==> config.mk <==
export PLATFORM = sky130hd
export DESIGN_NAME = branch_resolve_unit
export DESIGN_NICKNAME = d
export VERILOG_FILES = /design/src/rtl/branch_resolve_unit.sv
export SDC_FILE = /design/constraint.sdc
export NUM_CORES = 1
export LEC_CHECK = 0
export CORE_UTILIZATION = 40
export DETAILED_ROUTE_END_ITERATION = 7
export GPL_TIMING_DRIVEN = 0
export PLACE_DENSITY = 0.8
export SYNTH_ARGS = -nofsm -noshare
export SYNTH_HDL_FRONTEND = slang
export SYNTH_SLANG_ARGS = --single-unit
export TNS_END_PERCENT = 30
==> constraint.sdc <==
create_clock -name clk -period 1.56 [get_ports clk]
set_input_delay 0.234 -clock clk [delete_from_list [all_inputs] [get_ports clk]]
set_output_delay 0.234 -clock clk [all_outputs]
set_load 0.005 [all_outputs]
==> src/rtl/branch_resolve_unit.sv <==
// Registered EX-stage branch resolver: evaluates the condition, computes the redirect PC and
// flags mispredicts. Optional handshake statistics are built when BRU_STATS_EN is defined.
module branch_resolve_unit #(
  parameter int WIDTH   = 32,
  parameter int COUNT_W = 16
) (
  input  logic               clk,
  input  logic               rst_n,
  input  logic               flush,
  input  logic               in_valid,
  output logic               in_ready,
  input  logic [WIDTH-1:0]   srcA,
  input  logic [WIDTH-1:0]   srcB,
  input  logic [7:0]         operation,
  input  logic [WIDTH-1:0]   pc,
  input  logic [WIDTH-1:0]   imm,
  input  logic               pred_taken,
  output logic               out_valid,
  input  logic               out_ready,
  output logic               taken,
  output logic [WIDTH-1:0]   redirect_pc,
  output logic               mispredict,
  output logic               illegal_op,
  output logic [COUNT_W-1:0] br_count,
  output logic [COUNT_W-1:0] mp_count
);

  typedef struct packed {
    logic             taken;
    logic             mispredict;
    logic             illegal_op;
    logic [WIDTH-1:0] redirect_pc;
  } res_t;

  localparam logic [WIDTH-1:0] PC_STEP = WIDTH'(4);

  res_t res_q, res_d, res_new;
  logic out_valid_q, out_valid_d;
  logic accept, handshake;
  logic eq, lt_s, lt_u, cond, illegal;

  assign in_ready  = !out_valid_q || out_ready;
  assign accept    = in_valid && in_ready && !flush;
  assign handshake = out_valid_q && out_ready;

  always_comb begin
    eq      = (srcA == srcB);
    lt_s    = ($signed(srcA) < $signed(srcB));
    lt_u    = (srcA < srcB);
    cond    = 1'b0;
    illegal = 1'b0;
    case (operation)
      8'h00:   cond = eq;
      8'h01:   cond = !eq;
      8'h04:   cond = lt_s;
      8'h05:   cond = !lt_s;
      8'h06:   cond = lt_u;
      8'h07:   cond = !lt_u;
      8'h08:   cond = 1'b1;
      default: illegal = 1'b1;
    endcase
    // illegal ops resolve not-taken, so mispredict falls out as pred_taken
    res_new.taken       = cond;
    res_new.illegal_op  = illegal;
    res_new.mispredict  = cond ^ pred_taken;
    res_new.redirect_pc = cond ? (pc + imm) : (pc + PC_STEP);
  end

  always_comb begin
    res_d       = res_q;
    out_valid_d = out_valid_q;
    if (flush) begin
      out_valid_d = 1'b0;
    end else if (accept) begin
      out_valid_d = 1'b1;
      res_d       = res_new;
    end else if (handshake) begin
      out_valid_d = 1'b0;
    end
  end

  always_ff @(posedge clk or negedge rst_n) begin
    if (!rst_n) begin
      out_valid_q <= 1'b0;
      res_q       <= '0;
    end else begin
      out_valid_q <= out_valid_d;
      res_q       <= res_d;
    end
  end

  assign out_valid   = out_valid_q;
  assign taken       = res_q.taken;
  assign mispredict  = res_q.mispredict;
  assign illegal_op  = res_q.illegal_op;
  assign redirect_pc = res_q.redirect_pc;

`ifdef BRU_STATS_EN
  logic [COUNT_W-1:0] br_count_q, br_count_d;
  logic [COUNT_W-1:0] mp_count_q, mp_count_d;

  // saturating counters; flush deliberately leaves them alone
  always_comb begin
    br_count_d = br_count_q;
    mp_count_d = mp_count_q;
    if (handshake && (br_count_q != '1))
      br_count_d = br_count_q + COUNT_W'(1);
    if (handshake && res_q.mispredict && (mp_count_q != '1))
      mp_count_d = mp_count_q + COUNT_W'(1);
  end

  always_ff @(posedge clk or negedge rst_n) begin
    if (!rst_n) begin
      br_count_q <= '0;
      mp_count_q <= '0;
    end else begin
      br_count_q <= br_count_d;
      mp_count_q <= mp_count_d;
    end
  end

  assign br_count = br_count_q;
  assign mp_count = mp_count_q;
`else
  assign br_count = '0;
  assign mp_count = '0;
`endif

endmodule

==> flow_summary.html <==
<table>
<tr><th>Metric</th><th>Value</th></tr>
<tr><th colspan="2">Floorplan</th></tr>
<tr><td>Die boundary height</td><td>112 um</td></tr>
<tr><td>Standard cell core area</td><td>0.0117 sq mm</td></tr>
<tr><td>Initial standard-cell utilization of the core</td><td>0.418</td></tr>
<tr><td>Number of top-level pins</td><td>211</td></tr>
<tr><td>Horiz. Die Dim</td><td>112 um</td></tr>
<tr><td>Full die area</td><td>0.0126 sq mm</td></tr>
<tr><td>Row Count</td><td>39</td></tr>
<tr><th colspan="2">Layout</th></tr>
<tr><td>Share of layout cells above drive strength 1</td><td>0.400</td></tr>
<tr><td>Fill count</td><td>804</td></tr>
<tr><td>Signed area change from the synthesized netlist to the final layout</td><td>79.6%</td></tr>
<tr><td>Multi-input logic area</td><td>0.00472 sq mm</td></tr>
<tr><td>Register Area</td><td>901 sq um</td></tr>
<tr><td>Number of diodes</td><td>0</td></tr>
<tr><td>Post-layout net count</td><td>1,100</td></tr>
<tr><th colspan="2">Power</th></tr>
<tr><td>Power share of the combinational group</td><td>0.545</td></tr>
<tr><td>Peak supply drop</td><td>0.000394 V</td></tr>
<tr><td>Reg power frac</td><td>0.234</td></tr>
<tr><td>Net switching component of the power</td><td>1770 uW</td></tr>
<tr><td>Clock power frac</td><td>0.220</td></tr>
<tr><td>Share of total power consumed by net switching</td><td>0.358</td></tr>
<tr><td>Pwr per Cell Area</td><td>564 mW/mm^2</td></tr>
<tr><td>Internal</td><td>3170 uW</td></tr>
<tr><td>Static power due to leakage</td><td>0.00400 uW</td></tr>
<tr><th colspan="2">Setup path</th></tr>
<tr><td>FF-to-FF path depth</td><td>7</td></tr>
<tr><td>Worst R2R Setup Slack</td><td>-0.51 ns</td></tr>
<tr><td>Worst Path Max Fanout</td><td>4</td></tr>
<tr><td>Critical-path cell list</td><td>clkdlybuf4s15_2 -&gt; ha_4 -&gt; a2111o_1 -&gt; o211a_1 -&gt; o31ai_4 -&gt; buf_4 -&gt; a21boi_2 -&gt; o21ai_1 -&gt; a21oi_1 -&gt; a311o_1 -&gt; a31oi_1</td></tr>
<tr><td>Element type at the critical path end</td><td>flip-flop</td></tr>
<tr><td>End of the worst register-to-register path</td><td>redirect_pc[22]$_DFFE_PN0P_</td></tr>
<tr><td>Longest individual stage delay on the worst path</td><td>0.41 ns</td></tr>
<tr><td>Reg-to-Reg Start</td><td>out_valid$_DFFE_PN0P_</td></tr>
<tr><td>Slowest cell on crit path</td><td>a2111o_1</td></tr>
<tr><td>Startpoint type of the worst setup path</td><td>input pin</td></tr>
<tr><td>Critical path arrival</td><td>2.77 ns</td></tr>
<tr><td>Required time at the worst-slack endpoint</td><td>1.77 ns</td></tr>
<tr><td>Crit path kind</td><td>input pin to flip-flop</td></tr>
<tr><th colspan="2">Clock tree</th></tr>
<tr><td>CTS H-tree lvls</td><td>2</td></tr>
<tr><td>Sinks on Clock Net</td><td>36</td></tr>
<tr><td>Clock transition at path regs</td><td>0.06 ns</td></tr>
<tr><td>CTS Buf Count</td><td>5</td></tr>
<tr><td>Clk_lat worst skew</td><td>0.30 ns</td></tr>
<tr><td>Maximum clock insertion buffer count</td><td>2</td></tr>
<tr><td>Clock tree from TritonCTS</td><td>done</td></tr>
<tr><td>Hold Buf Count CTS</td><td>0</td></tr>
<tr><td>Root buffer cell</td><td>clkbuf_16</td></tr>
<tr><th colspan="2">Global route</th></tr>
<tr><td>Wire length of the first global-routing pass</td><td>30,200 um</td></tr>
<tr><td>Via count of the first global-routing pass</td><td>5,971</td></tr>
<tr><td>Overall track demand over capacity in global routing</td><td>0.302</td></tr>
<tr><td>Number of antenna violations at the first check in global routing</td><td>0</td></tr>
<tr><td>Final global-route overflow total</td><td>0</td></tr>
<tr><td>Maximum number of pins on one net before global-route repair</td><td>37</td></tr>
<tr><th colspan="2">Synth</th></tr>
<tr><td>Number of enable flip-flop cells after synthesis</td><td>0</td></tr>
<tr><td>Post-synth top area share</td><td>0.185</td></tr>
<tr><td>Sequential share of the synthesized area</td><td>0.185</td></tr>
<tr><td>Synth Register Bits</td><td>36</td></tr>
<tr><td>Flip-flop cell with the highest count after synthesis</td><td>dfrtp_1</td></tr>
<tr><td>Share of synthesized flip-flops with an asynchronous set or reset</td><td>1.00</td></tr>
<tr><td>Number of instances in the synthesized netlist</td><td>608</td></tr>
<tr><td>Mapped Avg Cell Area</td><td>8.02 sq um</td></tr>
<tr><td>Dominant cell type by area after synthesis</td><td>dfrtp_1</td></tr>
<tr><td>Count of different cell masters after synthesis</td><td>70</td></tr>
<tr><td>Post-synthesis cell area</td><td>0.00488 sq mm</td></tr>
<tr><td>Most area-consuming cells after synthesis</td><td>dfrtp_1 18%, ha_1 16%, xnor2_1 6.6%, buf_4 5.1%, o21ai_0 4.0%</td></tr>
<tr><td>Synthesis Warnings</td><td>0</td></tr>
<tr><th colspan="2">Status</th></tr>
<tr><td>Violated checks</td><td>setup timing</td></tr>
<tr><td>Outcome</td><td>finished with violations</td></tr>
<tr><th colspan="2">Timing</th></tr>
<tr><td>Period minus WS final</td><td>2.57 ns</td></tr>
<tr><td>Number of endpoints failing setup at the final stage</td><td>35</td></tr>
<tr><td>Unrepaired setup endpoints after global routing</td><td>true</td></tr>
<tr><td>Summed negative setup slack over all endpoints</td><td>-30.33 ns</td></tr>
<tr><td>Worst Setup Slack, final</td><td>-1.01 ns</td></tr>
<tr><td>Share of the clock period used by the worst path</td><td>1.65</td></tr>
<tr><td>Fmax</td><td>390 MHz</td></tr>
<tr><td>Slew margin rel.</td><td>0.402</td></tr>
<tr><td>Setup skew after layout</td><td>0.00874 ns</td></tr>
<tr><td>Transition time of the tightest slew-check pin</td><td>0.897 ns</td></tr>
<tr><td>Number of max-slew violations in the final report</td><td>0</td></tr>
<tr><td>Number of hold-slack violations in the final timing report</td><td>0</td></tr>
<tr><th colspan="2">Placement</th></tr>
<tr><td>HPWL after detailed placement</td><td>13,400 um</td></tr>
<tr><td>Placer congestion estimate</td><td>0.929</td></tr>
<tr><td>Buffers added on ports</td><td>178</td></tr>
<tr><td>Worst slack after detailed placement</td><td>-1.92 ns</td></tr>
<tr><th colspan="2">Hold path</th></tr>
<tr><td>Hold/Removal Path Class</td><td>input pin to asynchronous set/reset pin</td></tr>
<tr><th colspan="2">Route</th></tr>
<tr><td>WL/cell</td><td>19.4 um</td></tr>
<tr><td>Count of routing violations after the opening detailed-route iteration</td><td>354</td></tr>
<tr><td>Post-route ant nets</td><td>0</td></tr>
<tr><td>Post-detailed-route DRC marker count</td><td>0</td></tr>
<tr><td>Via Count</td><td>5,873</td></tr>
<tr><td>Detailed-route wire length</td><td>20,100 um</td></tr>
<tr><td>Vias per cell</td><td>5.66</td></tr>
<tr><td>Count of TritonRoute iterations in the first routing pass</td><td>4</td></tr>
<tr><th colspan="2">Flow run</th></tr>
<tr><td>Maximum capacitance violations</td><td>0</td></tr>
</table>
==> kinds of logic (layout without fill, tap and decap cells) <==
| family | Yosys count | count (layout) | synth area share |
|---|---|---|---|
| buf+inv | 92 | 346 | 0.102 |
| xor+xnor | 55 | 55 | 0.0987 |
| fa+ha+maj | 65 | 65 | 0.168 |
| simple gates | 186 | 186 | 0.191 |
| compound gates | 153 | 154 | 0.214 |
| flops | 36 | 36 | 0.185 |
| other cells | 1 | 32 | 0.000769 |
| mux | 20 | 20 | 0.0413 |
==> sequential cells by signal, indices dropped and copies added, names as in the netlist <==
register	cells
redirect_pc	32
taken	1
out_valid	1
illegal_op	1
mispredict	1
==> power groups by stage <==
stage	clock network [uW]	registers, uW	logic [uW]
CTS	1080	1160	2450
detailed placement	0	1170	2120
global placement	0	1170	2060
floorplan	0	1170	1110
global route	1130	1170	2890
finish	1090	1160	2690
==> synthesized netlist by cell type (3+ instances only) <==
cell type	instances
a211oi_1	3
a21boi_0	4
a21o_1	21
a21oi_1	31
a221o_1	4
a31oi_1	7
and3_1	9
and3_2	3
buf_4	33
clkbuf_1	9
dfrtp_1	36
ha_1	64
inv_1	45
mux2i_1	19
nand2_1	50
nand2b_1	6
nand3_1	28
nand4_1	15
nor2_1	37
nor2b_1	8
nor3_1	9
o21a_1	4
o21ai_0	39
o311ai_0	4
or2_2	3
or3_1	4
xnor2_1	37
xor2_1	18
==> per-layer routing <==
metal	GRT usage	share of wire	vias to the layer above
met5	0	0	-
met4	0.132	0.042	0
met3	0.0454	0.064	81
met2	0.568	0.51	303
met1	0.335	0.38	2775
li1	-	-	2714
==> worst max-delay path, delay by kind of cell <==
kind / cells / cell delay (ns)
adders and majority gates: 1 / 0.26
buffers and inverters: 2 / 0.40
AOI/OAI and AO/OA: 8 / 1.88
==> worst max path at each step <==
stage,from,end,slack (ns),cells after the start
6_report,pc[6],redirect_pc[17]$_DFFE_PN0P_,-1.01,11
5_1_grt,pc[27],redirect_pc[30]$_DFFE_PN0P_,-1.12,10
4_1_cts,imm[9],redirect_pc[26]$_DFFE_PN0P_,-0.96,11
3_5_place_dp,srcB[26],mispredict$_DFFE_PN0P_,-1.92,12
3_3_place_gp,srcB[26],mispredict$_DFFE_PN0P_,-1.88,12
2_1_floorplan,pc[10],redirect_pc[26]$_DFFE_PN0P_,-0.89,10
==> what timing repair did <==
action                                  CTS  global route
pin swaps                                88            46
buffers inserted                         46            23
hold endpoints to repair                  0             0
gates resized for setup                 442            74
gates cloned                              5             0
endpoints found under the setup margin   36            35
==> through the flow <==
stage	hold WS, ns	std cells	total power [uW]	utilization	cell area (sq um)
6_report	0.0610	1037	4940	0.751	8760
5_1_grt	0.129	1037	5190	0.751	8760
4_1_cts	0.100	1017	4690	0.729	8500
3_5_place_dp	0.407	960	3290	0.628	7320
3_3_place_gp	0.461	960	3230	0.628	7330
2_1_floorplan	-0.0616	639	2270	-	5370
==> layout make-up <==
cell class / count / area share
clock buffers: 6 / 0.0159
multi-input cells: 512 / 0.539
plain buffers: 43 / 0.0369
flip-flops and latches: 36 / 0.103
well taps: 143 / 0.0204
clock inverters: 2 / 0.00157
repair buffers: 250 / 0.260
inverters: 45 / 0.0233
==> layout by cell type, fill, tap and decap left out, drive strengths merged, types with 31 or more instances in the layout <==
cell | Yosys | routed
xnor2 | 37 | 37
a21oi | 32 | 32
clkdlybuf4s50 | 0 | 68
buf | 37 | 158
conb | 1 | 32
dlygate4sd2 | 0 | 31
nor2 | 37 | 37
inv | 45 | 46
ha | 64 | 64
o21ai | 40 | 40
nand2 | 50 | 50
dfrtp | 36 | 36
(Power assumes the default switching activity.)
==> edit, RTL diff (same flow settings) <==
Change the parameter `WIDTH` from 32 to 16.
--- a/src/rtl/branch_resolve_unit.sv
+++ b/src/rtl/branch_resolve_unit.sv
@@ -1,7 +1,7 @@
 // Registered EX-stage branch resolver: evaluates the condition, computes the redirect PC and
 // flags mispredicts. Optional handshake statistics are built when BRU_STATS_EN is defined.
 module branch_resolve_unit #(
-  parameter int WIDTH   = 32,
+  parameter int WIDTH   = 16,
   parameter int COUNT_W = 16
 ) (
   input  logic               clk,
Ports: changed (5 resized); port bits go from 211 to 131. The function was not compared with the original's and may differ.
==> edit against the original RTL <==
The run still ends with negative setup slack left. Sequential cell count is 16 lower. Die area is 46% lower. Combinational power fell by 53%. Clock skew down 0.0062 ns. Worst hold slack better by 0.27 ns. Area after synthesis decreased by 47%. Worst setup slack gained 0.42 ns. Routed wire length decreased by 60%. Final area is 50% lower. Critical endpoint is now redirect_pc[13]. Largest power group unchanged. Largest cell class unchanged. Total power down 54%.
==> edit: results (changes against the original RTL) <==
| Metric | Value |
|---|---|
| Status | `finished with violations` |
| Failing checks | `negative setup slack` |
| Final wirelength | `7960 um (-60%)` |
| Routability cong. | `0.883 (-5.0%)` |
| DP Cell Count | `515 (-46%)` |
| Area after DPL | `3870 um^2 (-47%)` |
| Slew @ Worst Pin | `0.896 ns (-0.00134 ns)` |
| DPL Wire Length | `5870 um (-56%)` |
| DR WL met2 | `4310 um (-58%)` |
| All-Layer GR Usage | `24.3% (-5.8 points)` |
| Root buffer cell | `clkbuf_8` |
| Critical Path AT | `2.34 ns (-0.43 ns)` |
| CP max FO | `7 (+3)` |
| Sequential area share after synthesis | `19.4% (+0.94 points)` |
| Num CTS Buffers | `3 (-2)` |
| Largest net degree at the start of global routing | `21 (-43%)` |
| RR Startpoint | `out_valid` |
| Slowest CP cell | `a2111o_1` |
| Final hold violation count | `0 (unchanged)` |
| Clock skew | `0.00252 ns (-0.00622 ns)` |
| Clock Pin Slew Worst Setup and Hold Paths | `0.08 ns (+0.02 ns)` |
| # port buffers | `98 (-45%)` |
| First-pass GRT wire length | `12600 um (-58%)` |
| Hold path endpoint | `redirect_pc[0]` |
| Vias in the first global route | `2749 (-54%)` |
| Fin cells | `539 (-48%)` |
| Setup TNS | `-9.23 ns (+21.10 ns)` |
| Hold WC Path Type | `in2reg` |
| Fillers | `451 (-44%)` |
| Most area-consuming cells after synthesis | `dfrtp_1 (19%), ha_1 (16%), buf_4 (9.3%), xnor2_1 (5.8%), nand2_1 (3.9%)` |
| Leakage | `1.97 nW (-51%)` |
| FF-to-FF path depth | `6 (-1)` |
| Initial antenna violation count | `0 (unchanged)` |
| Synth Instances | `311 (-49%)` |
| DRT iter0 DRCs | `87 (-75%)` |
| Clock latency on the worst-skew pair | `0.26 ns (-0.04 ns)` |
| Highest routing layer actually used | `met4` |
| WL met3 | `583 um (-55%)` |
| Detailed-route DRC error count | `0 (unchanged)` |
| H-tree depth | `1 (-1)` |
| Worst stage delay on the critical path | `0.39 ns (-0.02 ns)` |
| Largest register FFs | `16 (-50%)` |
| Leading area contributor after synthesis | `dfrtp_1` |
| Layout cells sized above 1 | `36.2% (-3.8 points)` |
| Final setup fails | `19 (-46%)` |
| Hold depth | `3` |
| Syn. warnings | `0 (unchanged)` |
| Library cells used by synthesis | `57 (-19%)` |
| Worst hold path startpoint | `pc[0]` |
| Setup WS post-layout | `-0.587 ns (+0.419 ns)` |
| Top post-synthesis cells by count | `buf_4 (32), ha_1 (32), nand2_1 (27), inv_1 (23), dfrtp_1 (20)` |
| R2R Path End | `redirect_pc[13]` |
| Vias | `2757 (-53%)` |
| CTS tree | `done` |
| M1 WL | `2950 um (-61%)` |
| Inserted Diodes | `0 (unchanged)` |
| VDD IR-drop max | `0.320 mV (-19%)` |
| Final #Nets | `576 (-48%)` |
| R2R Setup Slk | `-0.42 ns (+0.09 ns)` |
## edit: cell types whose count changed in the layout (fill, tap and decap cells not counted), moves of 13 or more
cell             unedited run  this run
buf_6                      37        10
ha_4                       52        23
o21ai_1                    22         6
mux2i_1                    16         3
dfrtp_1                    36        20
a21o_1                     21         3
buf_4                      92        51
xnor2_1                    36        17
nand2_1                    49        26
clkbuf_2                   14         1
dlygate4sd2_1              31         9
nor2_1                     30        13
clkdlybuf4s50_1            68        45
## edit: timing repair
action	CTS	global route
setup buffers	18	1
hold buffers	0	0
cloned	1	0
pin swaps	44	8
gates resized for setup	232	3
endpoints found under the setup margin	20	19
## edit: kinds of logic after synthesis
family / after synthesis / share of synthesized area [%]
AO/OA/AOI/OAI: 68 / 18.7
XOR/XNOR: 26 / 8.83
adder cells (fa/ha/maj): 33 / 16.3
buffers and inverters: 60 / 14.0
flip-flops: 20 / 19.4
multiplexers: 5 / 1.99
other: 1 / 0.145
AND/OR/NAND/NOR: 98 / 20.6
## edit: worst max path at each step
stage,endpoint,depth (start not counted),startpoint,slack (ns)
4_1_cts,redirect_pc[13],12,srcB[8],-0.50
5_1_grt,redirect_pc[13],12,srcB[10],-0.69
2_1_floorplan,redirect_pc[1],9,srcB[1],-0.55
3_5_place_dp,redirect_pc[15],11,srcB[1],-1.29
3_3_place_gp,redirect_pc[15],11,srcB[1],-1.25
6_report,redirect_pc[13],10,srcA[7],-0.59
## edit: area by class of cell
type	count	area, um^2	share of cell area, %
multi-input combinational	262	2290	52.4
timing repair buffer	118	1060	24.2
sequential	20	500	11.4
buffer	37	279	6.37
inverter	23	98.8	2.26
tap	75	93.8	2.14
clock buffer	4	55.1	1.26
## edit: routing by layer
metal / up-vias / track usage (%)
met5: - / 0
met4: 0 / 5.96
met3: 11 / 2.31
met2: 109 / 49.0
met1: 1272 / 26.8
li1: 1365 / -
## edit: worst register-to-register path, cell delays in order (launching register included)
cell and delay, ns:
dfrtp_1 0.38, nor2b_4 0.14, inv_1 0.06, nand3b_1 0.35
or3_1 0.55, a2111oi_4 0.30, a211o_1 0.15
## edit: power breakdown
group	switching, mW	internal, mW	total, mW	leakage (nW)
logic	0.556	0.706	1.26	1.70
registers	0.0415	0.591	0.633	0.243
clock network	0.171	0.225	0.396	0.0288
## edit: per-stage QoR
step	hold WS (ns)	total power [mW]	setup WS, ns	utilization, %
CTS	0.334	2.25	-0.504	71.9
detailed placement	0.466	1.71	-1.29	63.8
finish	0.336	2.29	-0.587	72.2
global placement	0.460	1.68	-1.25	63.8
floorplan	-0.0616	1.21	-0.555	-
global route	0.351	2.44	-0.693	72.2
